File: config.mk
export PLATFORM = sky130hd
export DESIGN_NAME = regfile_bypass_scoreboard
export DESIGN_NICKNAME = d
export VERILOG_FILES = /design/src/rtl/regfile_bypass_scoreboard.sv
export SDC_FILE = /design/constraint.sdc
export NUM_CORES = 2
export LEC_CHECK = 0
export CAP_MARGIN = 10
export CORE_MARGIN = 2
export CORE_UTILIZATION = 38
export DETAILED_ROUTE_END_ITERATION = 7
export GPL_ROUTABILITY_DRIVEN = 0
export GPL_TIMING_DRIVEN = 0
export PLACE_DENSITY = 0.62
export SETUP_SLACK_MARGIN = 0.3
export SLEW_MARGIN = 20
export SYNTH_ARGS = -nofsm -noshare
export SYNTH_HDL_FRONTEND = slang
export SYNTH_SLANG_ARGS = --single-unit
File: constraint.sdc
create_clock -name clock -period 42.7 [get_ports clock]
set_clock_uncertainty 0.05 [all_clocks]
set_input_delay 6.405 -clock clock [delete_from_list [all_inputs] [get_ports clock]]
set_output_delay 6.405 -clock clock [all_outputs]
set_load 0.01 [all_outputs]
File: src/rtl/regfile_bypass_scoreboard.sv
// 32x32 register file with two combinational read ports, one write port, r0 tied to zero,
// and a pending-write scoreboard for one in-flight mult/div op. Define REGFILE_WRITE_BYPASS_EN for write-through.
module regfile_bypass_scoreboard #(
   parameter int DATA_W = 32,
   parameter int ADDR_W = 5
) (
   input  logic              clock,
   input  logic              ctrl_reset,
   input  logic              ctrl_writeEnable,
   input  logic [ADDR_W-1:0] ctrl_writeReg,
   input  logic [DATA_W-1:0] data_writeReg,
   input  logic [ADDR_W-1:0] ctrl_readRegA,
   input  logic [ADDR_W-1:0] ctrl_readRegB,
   output logic [DATA_W-1:0] data_readRegA,
   output logic [DATA_W-1:0] data_readRegB,
   input  logic              md_issue,
   input  logic [ADDR_W-1:0] md_issue_reg,
   input  logic              md_wb,
   output logic              stall_A,
   output logic              stall_B,
   output logic              md_pending,
   output logic              md_issue_err
);

   localparam int NREG = 2 ** ADDR_W;

   logic [DATA_W-1:0] regs_q [NREG];
   logic [NREG-1:0]   pending_q, pending_d;
   logic              issue_err_q, issue_err_d;

   logic              wr_valid;
   logic              md_retire;
   logic [NREG-1:0]   clr_mask;
   logic [NREG-1:0]   set_mask;
   logic              slot_free;

   assign wr_valid  = ctrl_writeEnable && (ctrl_writeReg != '0);
   assign md_retire = ctrl_writeEnable && md_wb;

   always_ff @(posedge clock or posedge ctrl_reset) begin
      if (ctrl_reset) begin
         for (int i = 0; i < NREG; i++) begin
            regs_q[i] <= '0;
         end
      end else if (wr_valid) begin
         regs_q[ctrl_writeReg] <= data_writeReg;
      end
   end

   // Slot occupancy is judged after this cycle's retire, so a retire and a new issue can overlap.
   always_comb begin
      clr_mask    = '0;
      set_mask    = '0;
      if (md_retire) begin
         clr_mask = NREG'(1) << ctrl_writeReg;
      end
      slot_free   = ~|(pending_q & ~clr_mask);
      if (md_issue && (md_issue_reg != '0) && slot_free) begin
         set_mask = NREG'(1) << md_issue_reg;
      end
      pending_d   = (pending_q & ~clr_mask) | set_mask;
      issue_err_d = md_issue && !slot_free;
   end

   always_ff @(posedge clock or posedge ctrl_reset) begin
      if (ctrl_reset) begin
         pending_q   <= '0;
         issue_err_q <= 1'b0;
      end else begin
         pending_q   <= pending_d;
         issue_err_q <= issue_err_d;
      end
   end

   logic [DATA_W-1:0] rd_a, rd_b;
   logic              st_a, st_b;

   always_comb begin
      rd_a = (ctrl_readRegA == '0) ? '0 : regs_q[ctrl_readRegA];
      rd_b = (ctrl_readRegB == '0) ? '0 : regs_q[ctrl_readRegB];
      st_a = (ctrl_readRegA != '0) && pending_q[ctrl_readRegA];
      st_b = (ctrl_readRegB != '0) && pending_q[ctrl_readRegB];
`ifdef REGFILE_WRITE_BYPASS_EN
      if (wr_valid && (ctrl_writeReg == ctrl_readRegA)) begin
         rd_a = data_writeReg;
         if (md_wb) st_a = 1'b0;
      end
      if (wr_valid && (ctrl_writeReg == ctrl_readRegB)) begin
         rd_b = data_writeReg;
         if (md_wb) st_b = 1'b0;
      end
`endif
   end

   // Gate with reset so a write presented during reset cannot leak through the bypass.
   assign data_readRegA = ctrl_reset ? '0 : rd_a;
   assign data_readRegB = ctrl_reset ? '0 : rd_b;
   assign stall_A       = !ctrl_reset && st_a;
   assign stall_B       = !ctrl_reset && st_b;
   assign md_pending    = |pending_q;
   assign md_issue_err  = issue_err_q;

endmodule

# Word level (Yosys, flattened, before mapping)
# Cells that the tools add are included.
# totals
word_cells	87
register_bits	1057
in_bits	57
out_inout_bits	68
# op_classes
n_reduce_logical	20
n_shift	2
magnitude_cmp	6
bitwise	6
mux	19
# op_table
cell	n
bitwise mux 1024 bit	1
2-to-1 mux 32 bit	11
binary-select mux 32 bit (select 5 bit)	2
demux 32 bit (select 5 bit)	1
OR reduction 32 bit	2
left shift 1 x 5 -> 32 bit (first input constant)	2
bitwise AND 32 bit	1
NOT 32 bit	1
OR 32 bit	1
nonzero test 5 bit	4
greater-or-equal comparator 6 bit (second input constant)	3
NOT 5 -> 6 bit	3
less-than comparator 5 x 6 -> 1 bit (second input constant)	2
binary-select mux 1 bit (select 5 bit)	2
logical AND 1 bit	10
zero test 5 bit	2
less-than comparator 6 x 1 -> 1 bit (second input constant)	1
zero test 1 bit	2
2-to-1 mux 1 bit	2

# Depth between registers and ports, before layout
# logic_depth
ltp_word	9
mapped_depth	8
mapped_depth_nobuf	6

# Least setup slack after synthesis
# No wires, ideal clock.
# synth_path
kind	in2out
start	in ctrl_reset
end	out data_readRegA[25]
path_buffers	0
slack_ns	3.705
cell_stages	3
t_arrival_ns	32.540
path_cell_list	inv_1 -> o21ai_1 -> nor2_1
# synth_via
elab_chain_len	1
# synth_rtl
element	line	text
start, declared	8	input logic ctrl_reset,
2-to-1 mux 32 bit	96	assign data_readRegA = ctrl_reset ? '0 : rd_a;
end, declared	14	output logic [DATA_W-1:0] data_readRegA,
# No other way between the ends.

# Worst setup path after layout
# layout_path
start	in ctrl_readRegB[4]
end	out stall_B
# layout_via
elab_chain_len	4
elab_cells_between_ends	5
classes_between	mux: 2; reduce/logical: 3
# layout_rtl
element	line	text
start, declared	13	input logic [ADDR_W-1:0] ctrl_readRegB,
binary-select mux 1 bit (select 5 bit)	82	st_b = (ctrl_readRegB != '0) && pending_q[ctrl_readRegB];
2-to-1 mux 1 bit (not written as such)	82	
logical AND 1 bit *	82	
logical AND 1 bit *	99	assign stall_B = !ctrl_reset && st_b;
end, declared	20	output logic stall_B,
# Every way passes the cells marked *; elsewhere a longest branch is shown, timed or not. The select of a mux whose other input is x is not followed.

==> impl_summary.txt <==
----------------------------------------------------
[Floorplanning]
  Total die area ... 151000 um2
  Die width ... a little under 400 um
  Row count ... 140
  Core outline area ... 146000 um2
  Die extent in y ... 388 um
  Top-Level Pins ... 125
  Initial Utilization ... 0.384

[Clocking]
  Library cell used as clock root buffer ... sky130_fd_sc_hd__clkbuf_16
  Clk_lat worst skew ... 0.76 ns
  Worst-case clock buffer depth ... 3
  Post-CTS Repair Setup Buffers ... 0
  Number of sinks handled by clock tree synthesis ... 1057
  H-tree depth ... 3
  CTS tree ... yes
  Clock-pin slew reported for the worst setup and hold paths after clock tree synthesis ... ~0.060 ns
  Hold buffer count at cts ... 0
  Cells resized by post-CTS repair ... 0
  Inserted Clock Buffers ... ~110

[Placed design]
  Pre-CTS WS ... 25.57 ns
  Cell area after placement ... 60300 um2
  IO Port Bufs ... 117
  # placed instances ... 5463
  Post-detailed-placement half-perimeter wirelength ... roughly 150000 um

[Layout]
  Total non-filler cell area in the finished layout ... 64200 um2
  Count of placed standard cells in the final layout, fillers left out ... 5685
  Number of filler cells placed in the layout ... 13100
  Most frequent cells in the layout ... sky130_fd_sc_hd__dfrtp_1 (1057), sky130_fd_sc_hd__mux2_2 (962), sky130_fd_sc_hd__mux4_2 (660)
  Net total in the final layout ... 3719
  Share of final-layout standard cells stronger than drive strength 1 ... 0.539
  Synth-to-layout area growth ... 14.6%
  Post-layout util ... 0.440
  Most common cell after layout, fill and taps aside ... sky130_fd_sc_hd__dfrtp_1

[Logic synthesis]
  Portion of the post-synthesis area used by sequential elements ... 0.472
  Synthesized area per cell ... 16.5 um2
  Mapped Nets ... 3463
  Synthesis Warnings ... 0
  Cell count after synthesis ... 3406
  FF+latch count, synth ... 1057
  Library cells used by synthesis ... 39
  Netlist area before placement ... 56100 um2

[Routing]
  Vias/cell ... between 6 and 7
  Antenna viol nets, final ... 0
  1st-iter DRT viols ... 4458
  Average wire per standard cell ... ~38 um
  Number of detailed-route iterations in the first pass ... 8
  Routed wire length ... 213000 um
  Number of remaining DRC errors ... 25
  Vias ... 36700

[GRT]
  Largest net degree at the start of global routing ... 103
  Overflow after GRT ... 0
  Global-route wire length before repair ... between 200000 and 300000 um
  Antenna violations before repair ... 14
  All-layer global routing usage ... 0.283
  Number of global-route vias before repair ... 36800

[Power and ir drop]
  Leakage power total ... about 27 nW
  Maximum resistive drop on vdd ... between 0.00003 and 0.00004 V
  Pwr dens ... 48.5 nW/um2
  Power, Total ... roughly 3.1 mW

[Timing]
  Final hold violation count ... 0
  RSZ-0062 raised after global routing ... no
  Final period utilization ... 0.403
  Final total negative setup slack ... 0 ns
  Worst hold slack ... 0.426 ns
  FMAX ... 58.1 MHz
  Min setup slack post-route ... ~25 ns
  Final Max Tran Viols ... 0
  Transition time of the tightest slew-check pin ... 1.32 ns
  Min Tclk post-route ... 17.20 ns
  Worst slew margin relative to its limit ... 0.120
  Final setup viols ... 0

[Setup path]
  Path depth of the worst reg2reg path ... 6
  Setup crit end kind ... output pin
  Worst EP arrival ... between 10 and 15 ns
  Peak fanout along the critical path ... 10
  Type of the setup path with the least slack ... input pin to output pin
  Req. time, crit path ... around 36 ns
  Crit start category ... input pin

[Run]
  Max Cap Viol ... 0

[Run status]
  Violations in the final reports ... DRC
  Run status ... finished with violations

[Hold path]
  Classification of the worst-slack hold path ... flip-flop to flip-flop
  Cell depth of the worst min-delay path ... 1

----------------------------------------------------
cells in the mapped netlist:
cell type	n	area, um2
sky130_fd_sc_hd__nand3_1	7	35.0
sky130_fd_sc_hd__nor4_2	2	25.0
sky130_fd_sc_hd__nand3b_1	4	30.0
sky130_fd_sc_hd__buf_2	75	375
sky130_fd_sc_hd__inv_1	2	7.51
sky130_fd_sc_hd__nand4bb_1	1	11.3
sky130_fd_sc_hd__nor4b_2	1	15.0
sky130_fd_sc_hd__mux2i_1	66	661
sky130_fd_sc_hd__nor3b_1	3	22.5
sky130_fd_sc_hd__buf_4	1	7.51
sky130_fd_sc_hd__o21ai_0	26	130
sky130_fd_sc_hd__clkbuf_1	240	901
sky130_fd_sc_hd__and3_1	2	12.5
sky130_fd_sc_hd__and3b_1	1	8.76
sky130_fd_sc_hd__or4_1	2	15.0
sky130_fd_sc_hd__nand4b_1	3	26.3
sky130_fd_sc_hd__or3b_4	1	11.3
sky130_fd_sc_hd__buf_6	7	78.8
sky130_fd_sc_hd__nand2b_1	6	37.5
sky130_fd_sc_hd__or3_4	1	11.3
sky130_fd_sc_hd__o31ai_1	28	210
sky130_fd_sc_hd__or2_2	3	18.8
sky130_fd_sc_hd__nand4b_2	1	15.0
sky130_fd_sc_hd__or3b_1	2	17.5
sky130_fd_sc_hd__and2_1	1	6.26
sky130_fd_sc_hd__dfrtp_1	1057	26500
sky130_fd_sc_hd__o21ai_1	11	55.1
sky130_fd_sc_hd__nand2_1	17	63.8
sky130_fd_sc_hd__mux2_2	962	10800
sky130_fd_sc_hd__nand4_1	13	81.3
sky130_fd_sc_hd__nor2b_1	3	18.8
sky130_fd_sc_hd__mux4_2	660	14900
sky130_fd_sc_hd__mux2_1	30	338
sky130_fd_sc_hd__nor4_1	8	50.1
sky130_fd_sc_hd__nor2_1	81	304
sky130_fd_sc_hd__buf_1	75	282
sky130_fd_sc_hd__nand2_2	1	6.26
sky130_fd_sc_hd__or4b_1	1	10.0
sky130_fd_sc_hd__nor3_1	1	5.00
sequential cells by signal, summed over array words and instances (netlist names):
register / count
pending_q: 32
md_issue_err: 1
regs_q: 1024
worst paths after layout:
kind / start / endpoint / slack [ns]
worst max register to register: pending_q[29] / md_issue_err / 40.61
worst min register to register: regs_q[1017] / regs_q[1017] / 0.43
max in group asynchronous: ctrl_reset / regs_q[470] / 34.12
worst min-delay path: regs_q[1017] / regs_q[1017] / 0.43
min in group asynchronous: ctrl_reset / regs_q[294] / 6.05
worst max-delay path: ctrl_readRegB[4] / stall_B / 25.50
layout make-up:
class / instances / area (um2) / share of cell area
multi-input combinational: 1949 / 27900 / 0.435
sequential: 1057 / 26500 / 0.412
clock buffer: 180 / 3460 / 0.0539
tap: 1917 / 2400 / 0.0373
buffer: 398 / 1770 / 0.0276
timing repair buffer: 141 / 1750 / 0.0272
clock inverter: 34 / 430 / 0.00670
antenna: 7 / 17.5 / 0.000273
inverter: 2 / 15.0 / 0.000234
where the power goes:
part / switching (mW) / internal (mW) / leakage, nW / total [mW]
logic: 0.306 / 0.419 / 11.6 / 0.725
registers: 0.149 / 1.20 / 13.6 / 1.35
clock network: 0.439 / 0.603 / 1.93 / 1.04
per-layer routing:
| layer | vias up | part of all wire | global-route usage |
|---|---|---|---|
| met4 | 12 | 0.060 | 0.150 |
| met2 | 2187 | 0.45 | 0.422 |
| met3 | 588 | 0.11 | 0.0942 |
| met5 | - | 0.00075 | 0.00670 |
| li1 | 13900 | - | - |
| met1 | 20100 | 0.39 | 0.365 |
cells by family after synthesis:
family	after synthesis	share of synthesized area
buffers and inverters	400	0.0295
flip-flops	1057	0.472
AND/OR/NAND/NOR	166	0.0153
multiplexers	1718	0.476
AO/OA/AOI/OAI	65	0.00705
critical path, stage by stage:
cell and delay (ns):
sky130_fd_sc_hd__clkdlybuf4s50_1 0.73, sky130_fd_sc_hd__clkbuf_1 0.98, sky130_fd_sc_hd__clkbuf_2 0.66, sky130_fd_sc_hd__mux4_2 0.31, sky130_fd_sc_hd__mux2i_1 0.08, sky130_fd_sc_hd__nor2_1 0.83
sky130_fd_sc_hd__clkdlybuf4s50_1 0.70
Note: power is estimated with default switching activity, not from simulation.
